`src/rtl/regfile_mp_sb.sv`:
```
// Multi-port register file with a pending-reservation scoreboard, an optional
// write-to-read bypass and a sequential bulk-clear engine.
// It sits between decode (reads and reservations) and writeback (writes).
//
// Ports:
//   clk, rst            clock, asynchronous active-high reset
//   rd_addr, rd_data    packed combinational read ports (port i at slot i)
//   rd_pend             per read port: the addressed register is reserved
//   we, wr_addr, wr_data     writeback port
//   rsv_valid, rsv_addr      reservation (mark pending) from issue
//   clr_req, clr_busy        bulk-clear request pulse and sweep-in-progress flag
module regfile_mp_sb #(
    parameter int unsigned DATA_W   = 32,
    parameter int unsigned NUM_REGS = 32,
    parameter int unsigned NUM_RD   = 2,
    parameter int unsigned ZERO_REG = 1,
    parameter int unsigned BYPASS   = 1,
    localparam int unsigned AW      = $clog2(NUM_REGS)
) (
    input  logic                     clk,
    input  logic                     rst,
    input  logic [NUM_RD*AW-1:0]     rd_addr,
    output logic [NUM_RD*DATA_W-1:0] rd_data,
    output logic [NUM_RD-1:0]        rd_pend,
    input  logic                     we,
    input  logic [AW-1:0]            wr_addr,
    input  logic [DATA_W-1:0]        wr_data,
    input  logic                     rsv_valid,
    input  logic [AW-1:0]            rsv_addr,
    input  logic                     clr_req,
    output logic                     clr_busy
);

    localparam logic [AW-1:0] LAST_IDX = AW'(NUM_REGS - 1);

    typedef enum logic [0:0] {
        IDLE  = 1'b0,
        SWEEP = 1'b1
    } state_t;

    state_t                state;
    logic [AW-1:0]         idx;
    logic [DATA_W-1:0]     regs [NUM_REGS];
    logic [NUM_REGS-1:0]   pend;

    logic idle;
    logic wr_ok;
    logic rsv_ok;

    // Register 0 is hard-wired when ZERO_REG is set: writes and reservations
    // to it are qualified away here so every consumer sees the same rule.
    assign idle   = (state == IDLE);
    assign wr_ok  = we && !((ZERO_REG != 0) && (wr_addr == '0));
    assign rsv_ok = rsv_valid && !((ZERO_REG != 0) && (rsv_addr == '0));

    // Combinational read ports with optional same-cycle write forwarding.
    for (genvar g = 0; g < int'(NUM_RD); g++) begin : g_rd
        logic [AW-1:0] addr;
        logic          is_zero;
        logic          bypass_hit;

        assign addr       = rd_addr[g*AW +: AW];
        assign is_zero    = (ZERO_REG != 0) && (addr == '0);
        assign bypass_hit = (BYPASS != 0) && wr_ok && idle && (wr_addr == addr);

        assign rd_data[g*DATA_W +: DATA_W] = is_zero    ? '0 :
                                             bypass_hit ? wr_data :
                                                          regs[addr];
        // Pending status is never forwarded: it reflects registered state only.
        assign rd_pend[g] = is_zero ? 1'b0 : pend[addr];
    end

    // Register array, scoreboard and clear FSM.
    always_ff @(posedge clk or posedge rst) begin
        if (rst) begin
            state    <= IDLE;
            idx      <= '0;
            clr_busy <= 1'b0;
            pend     <= '0;
            for (int r = 0; r < int'(NUM_REGS); r++) begin
                regs[r] <= '0;
            end
        end else begin
            case (state)
                IDLE: begin
                    if (clr_req) begin
                        // Clear wins over a coincident write or reservation.
                        state    <= SWEEP;
                        idx      <= '0;
                        clr_busy <= 1'b1;
                        pend     <= '0;
                    end else begin
                        if (wr_ok) begin
                            regs[wr_addr] <= wr_data;
                        end
                        if (we) begin
                            pend[wr_addr] <= 1'b0;
                        end
                        // Issued after the retire clear so a new producer on the
                        // same register keeps it pending.
                        if (rsv_ok) begin
                            pend[rsv_addr] <= 1'b1;
                        end
                    end
                end
                SWEEP: begin
                    regs[idx] <= '0;
                    if (idx == LAST_IDX) begin
                        state    <= IDLE;
                        idx      <= '0;
                        clr_busy <= 1'b0;
                    end else begin
                        idx <= idx + AW'(1);
                    end
                end
                default: begin
                    state    <= IDLE;
                    idx      <= '0;
                    clr_busy <= 1'b0;
                end
            endcase
        end
    end

endmodule

```
`config.mk`:
```
export PLATFORM = sky130hd
export DESIGN_NAME = regfile_mp_sb
export DESIGN_NICKNAME = d
export VERILOG_FILES = /design/src/rtl/regfile_mp_sb.sv
export SDC_FILE = /design/constraint.sdc
export NUM_CORES = 2
export LEC_CHECK = 0
export ABC_AREA = 1
export CAP_MARGIN = 20
export CORE_MARGIN = 3
export CORE_UTILIZATION = 51
export CTS_CLUSTER_SIZE = 28
export DETAILED_ROUTE_END_ITERATION = 6
export GPL_TIMING_DRIVEN = 1
export PLACE_DENSITY = 0.7
export RECOVER_POWER = 100
export SYNTH_ARGS = -nofsm -noshare
export SYNTH_HDL_FRONTEND = slang
export SYNTH_SLANG_ARGS = --single-unit
export TNS_END_PERCENT = 30
```
`constraint.sdc`:
```
create_clock -name clk -period 30.7 [get_ports clk]
set_input_delay 3.07 -clock clk [delete_from_list [all_inputs] [get_ports clk]]
set_output_delay 3.07 -clock clk [all_outputs]
set_load 0.02 [all_outputs]
```
After elaboration in Yosys (flattened, before gate mapping)
Index checks and enable logic that the tools add are counted.

Memories: 0. Bits in latches: 0. Bits in read-only memories: 0. Bits in writable memories: 0. Input bits: 57. Bits in registers: 1063. Logic and storage cells: 125. Output and inout bits: 67.

Equality and inequality tests: 7. Magnitude comparators: 12. $mul: 0. Divide/modulo/power cells: 0. Add/sub/neg operators: 1. Reductions and logical operators: 17. Bitwise logic cells: 10. Mux-type cells: 42. Shifts and indexed selects: 0.

Operators by type and width (count): 2-to-1 mux 1024 bit (2); one-hot mux 1024 bit (2 select lines) (1); bitwise AND 1024 bit (1); bitwise mux 1024 bit (1); NOT 1024 bit (1); 2-to-1 mux 32 bit (15); binary-select mux 32 bit (select 5 bit) (2); demux 32 bit (select 5 bit) (2); bitwise AND 32 bit (1); NOT 32 bit (1); bitwise OR 32 bit (1); greater-or-equal comparator 6 bit (second input constant) (4); < comparator 5 x 6 -> 1 bit (second input constant) (4); NOT 5 -> 6 bit (4); zero test 5 bit (4); < comparator 6 x 1 -> 1 bit (second input constant) (2); binary-select mux 1 bit (select 5 bit) (2); demux 1 bit (select 5 bit) (2); equality test 5 bit (2); greater-or-equal comparator 5 x 1 -> 1 bit (second input constant) (2); 2-to-1 mux 1 bit (10); 2-to-1 mux 5 bit (2); one-hot mux 5 bit (2 select lines) (1); logical AND 1 bit (9); other kinds (8) (13).

Longest topological paths before layout
Depth after elaboration: 12. Gate-level depth with buffers: 14. Mapped depth without buffers: 11.

Worst setup path before layout
Ideal clock, no wire load.

Path kind: input-to-output. From: in rd_addr[1]. To: out rd_pend[0]. Data required time: 27.630 ns. Stages on the path: 12. Buffers on the path: 3. Data arrival time: 4.510 ns. Path slack: 23.120 ns. Cells stage by stage: clkbuf_1 > inv_2 > clkbuf_1 > clkbuf_1 > a21oi_1 > o21ai_0 > nand3_1 > nand2_1 > nand2_1 > nand3_1 > nand2_1 > nor2_1.

Longest elaborated chain between the ends: 3. Elaborated cells on any way between the ends: 4. Those cells by class: 3 x mux; 1 x reduce/logical.

RTL lines: start: declaration (line 22) `input logic [NUM_RD*AW-1:0] rd_addr,`; binary-select mux 1 bit (select 5 bit) (line 70) `assign rd_pend[g] = is_zero ? 1'b0 : pend[addr];`; 2-to-1 mux 1 bit (not written as such) (line 70); 2-to-1 mux 1 bit * (line 70); end: declaration (line 24) `output logic [NUM_RD-1:0] rd_pend,`.

Every way passes the cells marked *; elsewhere a longest branch is shown, timed or not. The select of a mux whose other input is x is not followed.

Worst setup path in the final report
From: in rd_addr[7]. To: out rd_data[44].

Longest elaborated chain between the ends: 6. Elaborated cells on any way between the ends: 9. Those cells by class: 1 x eq/ne; 5 x mux; 1 x bitwise; 2 x reduce/logical.

RTL lines: NOT 5 -> 6 bit (not written as such) (line 68) `regs[addr];`; binary-select mux 32 bit (select 5 bit) (line 68); 2-to-1 mux 32 bit (not written as such) (2 in series) (line 68); 2-to-1 mux 32 bit (line 67) `bypass_hit ? wr_data :`; 2-to-1 mux 32 bit * (line 66) `assign rd_data[g*DATA_W +: DATA_W] = is_zero ? '0 :`; end: declaration (line 23) `output logic [NUM_RD*DATA_W-1:0] rd_data,`.

Marks and branches as above.

==> impl_metrics.json <==
{
  "status": "complete, but fails checks",
  "violations": "DRC, capacitance limit, slew limit",
  "core-area_sq_um": 119000,
  "synth_edf_count": 0,
  "synth_ff_type": "dfrtp_1",
  "worst_ep_arrival_time_ns": 17.11,
  "grt-ovfl-total": 0,
  "root_buffer": "clkbuf_16",
  "tightest_slew_ns": 8.94,
  "cp_slowest_cell": "clkbuf_1",
  "area_growth_pct": 7.68,
  "reg2reg_to": "regs[479]",
  "start_kind": "primary input",
  "via_per_inst": 6.63,
  "period_share": 0.657,
  "crit_fanout": 52,
  "rows": 126,
  "cts_made_buffers": 118,
  "setup_viol_count_final": 0,
  "crit_type": "primary input to primary output",
  "drc": 3,
  "synth_cell_types": 39,
  "wl_mm": 260,
  "hold_path.class": "flop to flop",
  "cts_resized": 0,
  "clkSinkCount": 1063,
  "drtAntennaViolNets": 0,
  "syn-cell-area_sq_um": 61300,
  "cp_cell_sequence": "clkbuf_1 -> clkbuf_1 -> nor2_1 -> clkbuf_1 -> nand4_1 -> clkbuf_1 -> nand2_1 -> inv_1 -> nand2_1 -> inv_1 -> dlygate4sd3_1",
  "p_sw_frac": 0.331,
  "path_buf_inv": 7,
  "die_h_microns": 353,
  "clock_latency_ns": 0.72,
  "dr.pass1.iters": 7,
  "gp_congestion": 0.937,
  "hpwl_mm": 138,
  "ios": 124,
  "p_int_mw": 2.64,
  "wl_per_cell_microns": 26.6,
  "startpoint": "rd_addr[7]",
  "yosys.area.top_type": "dfrtp_1",
  "drive_gt1_frac": 0.0428,
  "ff2ff_path_depth": 8,
  "hold_slack_ns": 0.462,
  "fmax_mhz": 49.6,
  "fin_skew_ns": 0.0197,
  "gr-usage-all-layers": 0.404,
  "slew_violations": 3193,
  "synthMostInstantiatedCell": "nand2_1",
  "cpLargestDelayFamily": "buffers and inverters",
  "cts_max_level": 3,
  "p_leak_nw": 30.8,
  "p_clk_frac": 0.380,
  "rsz0062_at_grt": "false",
  "synth_nets": 8522,
  "fin_nets": 8109,
  "worst-r2r-setup-slack_ns": 20.76,
  "port_buffers": 123,
  "finalHoldViolations": 0,
  "cp.required_ns": 27.63,
  "antenna_found_initial": 7,
  "clk_pin_slew_ns": 0.06,
  "seq_power_share": 0.407,
  "worstSetupEndpointType": "primary output",
  "seq_area_frac_synth": 0.434,
  "vias": 64632,
  "critical_path_depth": 11,
  "irDropWorstVdd_v": 0.0000627,
  "syn_avg_cell_area_sq_um": 7.24,
  "die_area_sq_um": 124000,
  "ctsHoldBuffers": 0,
  "power.share.combinational": 0.213,
  "crit_end": "rd_data[44]",
  "cts_tree": "built",
  "grt_pass1_wl_mm": 385,
  "async_flop_share": 1.00,
  "clockBufferDepth": 3,
  "period_needed_ns": 20.18,
  "powerDensity_nw_per_um2": 59.7,
  "initial_core_util": 0.516,
  "yosys_warnings": 0,
  "die_w_microns": 353,
  "synthCells": 8460,
  "p_sw_mw": 1.30,
  "grt_max_degree": 220,
  "relSlewSlack": -4.96,
  "maxCapViolations": 72,
  "grt_pass1_vias": 60107,
  "r2r_start": "state",
  "synth_area_leaders": "dfrtp_1, nand3_1, nand2_1",
  "finalSetupTns_ns": 0,
  "max_stage_delay_ns": 3.35,
  "cts_setup_buffers": 0,
  "synth_top_area_frac": 0.434,
  "ys_ff_latch": 1063,
  "synthTopCellsByCount": "nand2_1, nand3_1, dfrtp_1, inv_1, o21ai_0",
  "crit_top_cell": "clkbuf_1",
  "drt_iter0_drc": 10682,
  "dpl-instance-area_sq_um": 62300,
  "finalInstanceArea_sq_um": 66000
}
routing by layer:
| layer | share of wire | global-route usage | up-vias | routed length (microns) |
|---|---|---|---|---|
| met5 | 0.00016 | 0 | - | 41 |
| met4 | 0.078 | 0.271 | 6 | 20200 |
| met3 | 0.16 | 0.139 | 1220 | 40800 |
| met2 | 0.41 | 0.569 | 5478 | 106000 |
| met1 | 0.36 | 0.524 | 30169 | 92700 |
| li1 | - | - | 27759 | - |
placed cells by master (no fill, tap or decap), types with 3 or more instances in the layout:
cell type,netlist,routed
nand4_1,2,3
dlygate4sd3_1,0,63
clkinv_2,0,24
xor2_1,5,5
bufinv_16,0,10
o211ai_1,128,128
nand2_2,21,28
clkbuf_1,404,82
buf_12,0,7
inv_1,892,893
nand3_2,6,4
diode_2,0,7
nand3_1,1416,1430
o21ai_0,798,1113
nand2_1,1458,1452
buf_16,0,6
nor2_4,1,3
nor3_1,11,16
inv_8,0,4
inv_2,12,6
xnor2_1,6,6
clkdlybuf4s50_1,0,50
ha_1,5,5
buf_8,2,5
dfrtp_1,1063,1063
o22ai_1,555,555
nor2_1,284,284
buf_4,28,86
clkbuf_16,0,121
clkbuf_8,0,32
o21ai_1,330,15
a21oi_1,615,615
a22oi_1,12,12
power groups by stage:
stage / clock network [mW] / logic (mW) / registers (mW)
2_1_floorplan: 0 / 0.536 / 1.61
3_3_place_gp: 0 / 0.797 / 1.62
3_5_place_dp: 0 / 0.810 / 1.62
4_1_cts: 1.50 / 0.814 / 1.60
5_1_grt: 1.56 / 0.894 / 1.61
6_report: 1.50 / 0.839 / 1.60
worst min-delay path by stage:
stage                          start         end  depth (start not counted)
final                     regs[1013]  regs[1013]                          2
after floorplan           regs[1000]  regs[1000]                          2
after global routing      regs[1020]  regs[1020]                          2
after CTS                 regs[1014]  regs[1014]                          2
after global placement    regs[1016]  regs[1016]                          2
after detailed placement  regs[1014]  regs[1014]                          2
layout make-up:
type                       instances  area [sq um]
fill                           11229         52700
clock buffer                     180          3570
inverter                         908          3440
multi-input combinational       5682         27500
antenna                            7          17.5
tap                             1600          2000
timing repair buffer             274          2370
sequential                      1063         26600
clock inverter                    38           477
flip-flops by register name, summed over array words and instances (netlist names):
name	count
state	1
pend	32
clr_busy	1
idx	5
regs	1024
metrics by stage:
step / power (mW) / cells / utilization / setup slack (ns)
after global placement: 2.41 / 9516 / 0.525 / 19.62
after CTS: 3.91 / 9736 / 0.559 / 19.66
after floorplan: 2.15 / 8460 / - / 12.97
after global routing: 4.07 / 9747 / 0.556 / 11.70
after detailed placement: 2.43 / 9518 / 0.525 / 19.67
final: 3.94 / 9752 / 0.556 / 10.52
kinds of logic (layout without fill, tap and decap cells):
family	Yosys count	after routing	share of synthesized area
compound gates	2443	2443	0.217
xor+xnor	11	11	0.00157
fa+ha+maj	5	5	0.00102
buf+inv	1715	1400	0.114
flops	1063	1063	0.434
other cells	0	7	0
simple gates	3223	3223	0.233
worst register-to-register path: cells and delay by family, from the launching register on:
kind,cells,cell delay [ns]
simple gates,5,7.30
flops,1,0.36
buf+inv,2,1.82
compound gates,1,0.22
Power figures use the tool's default switching activity.
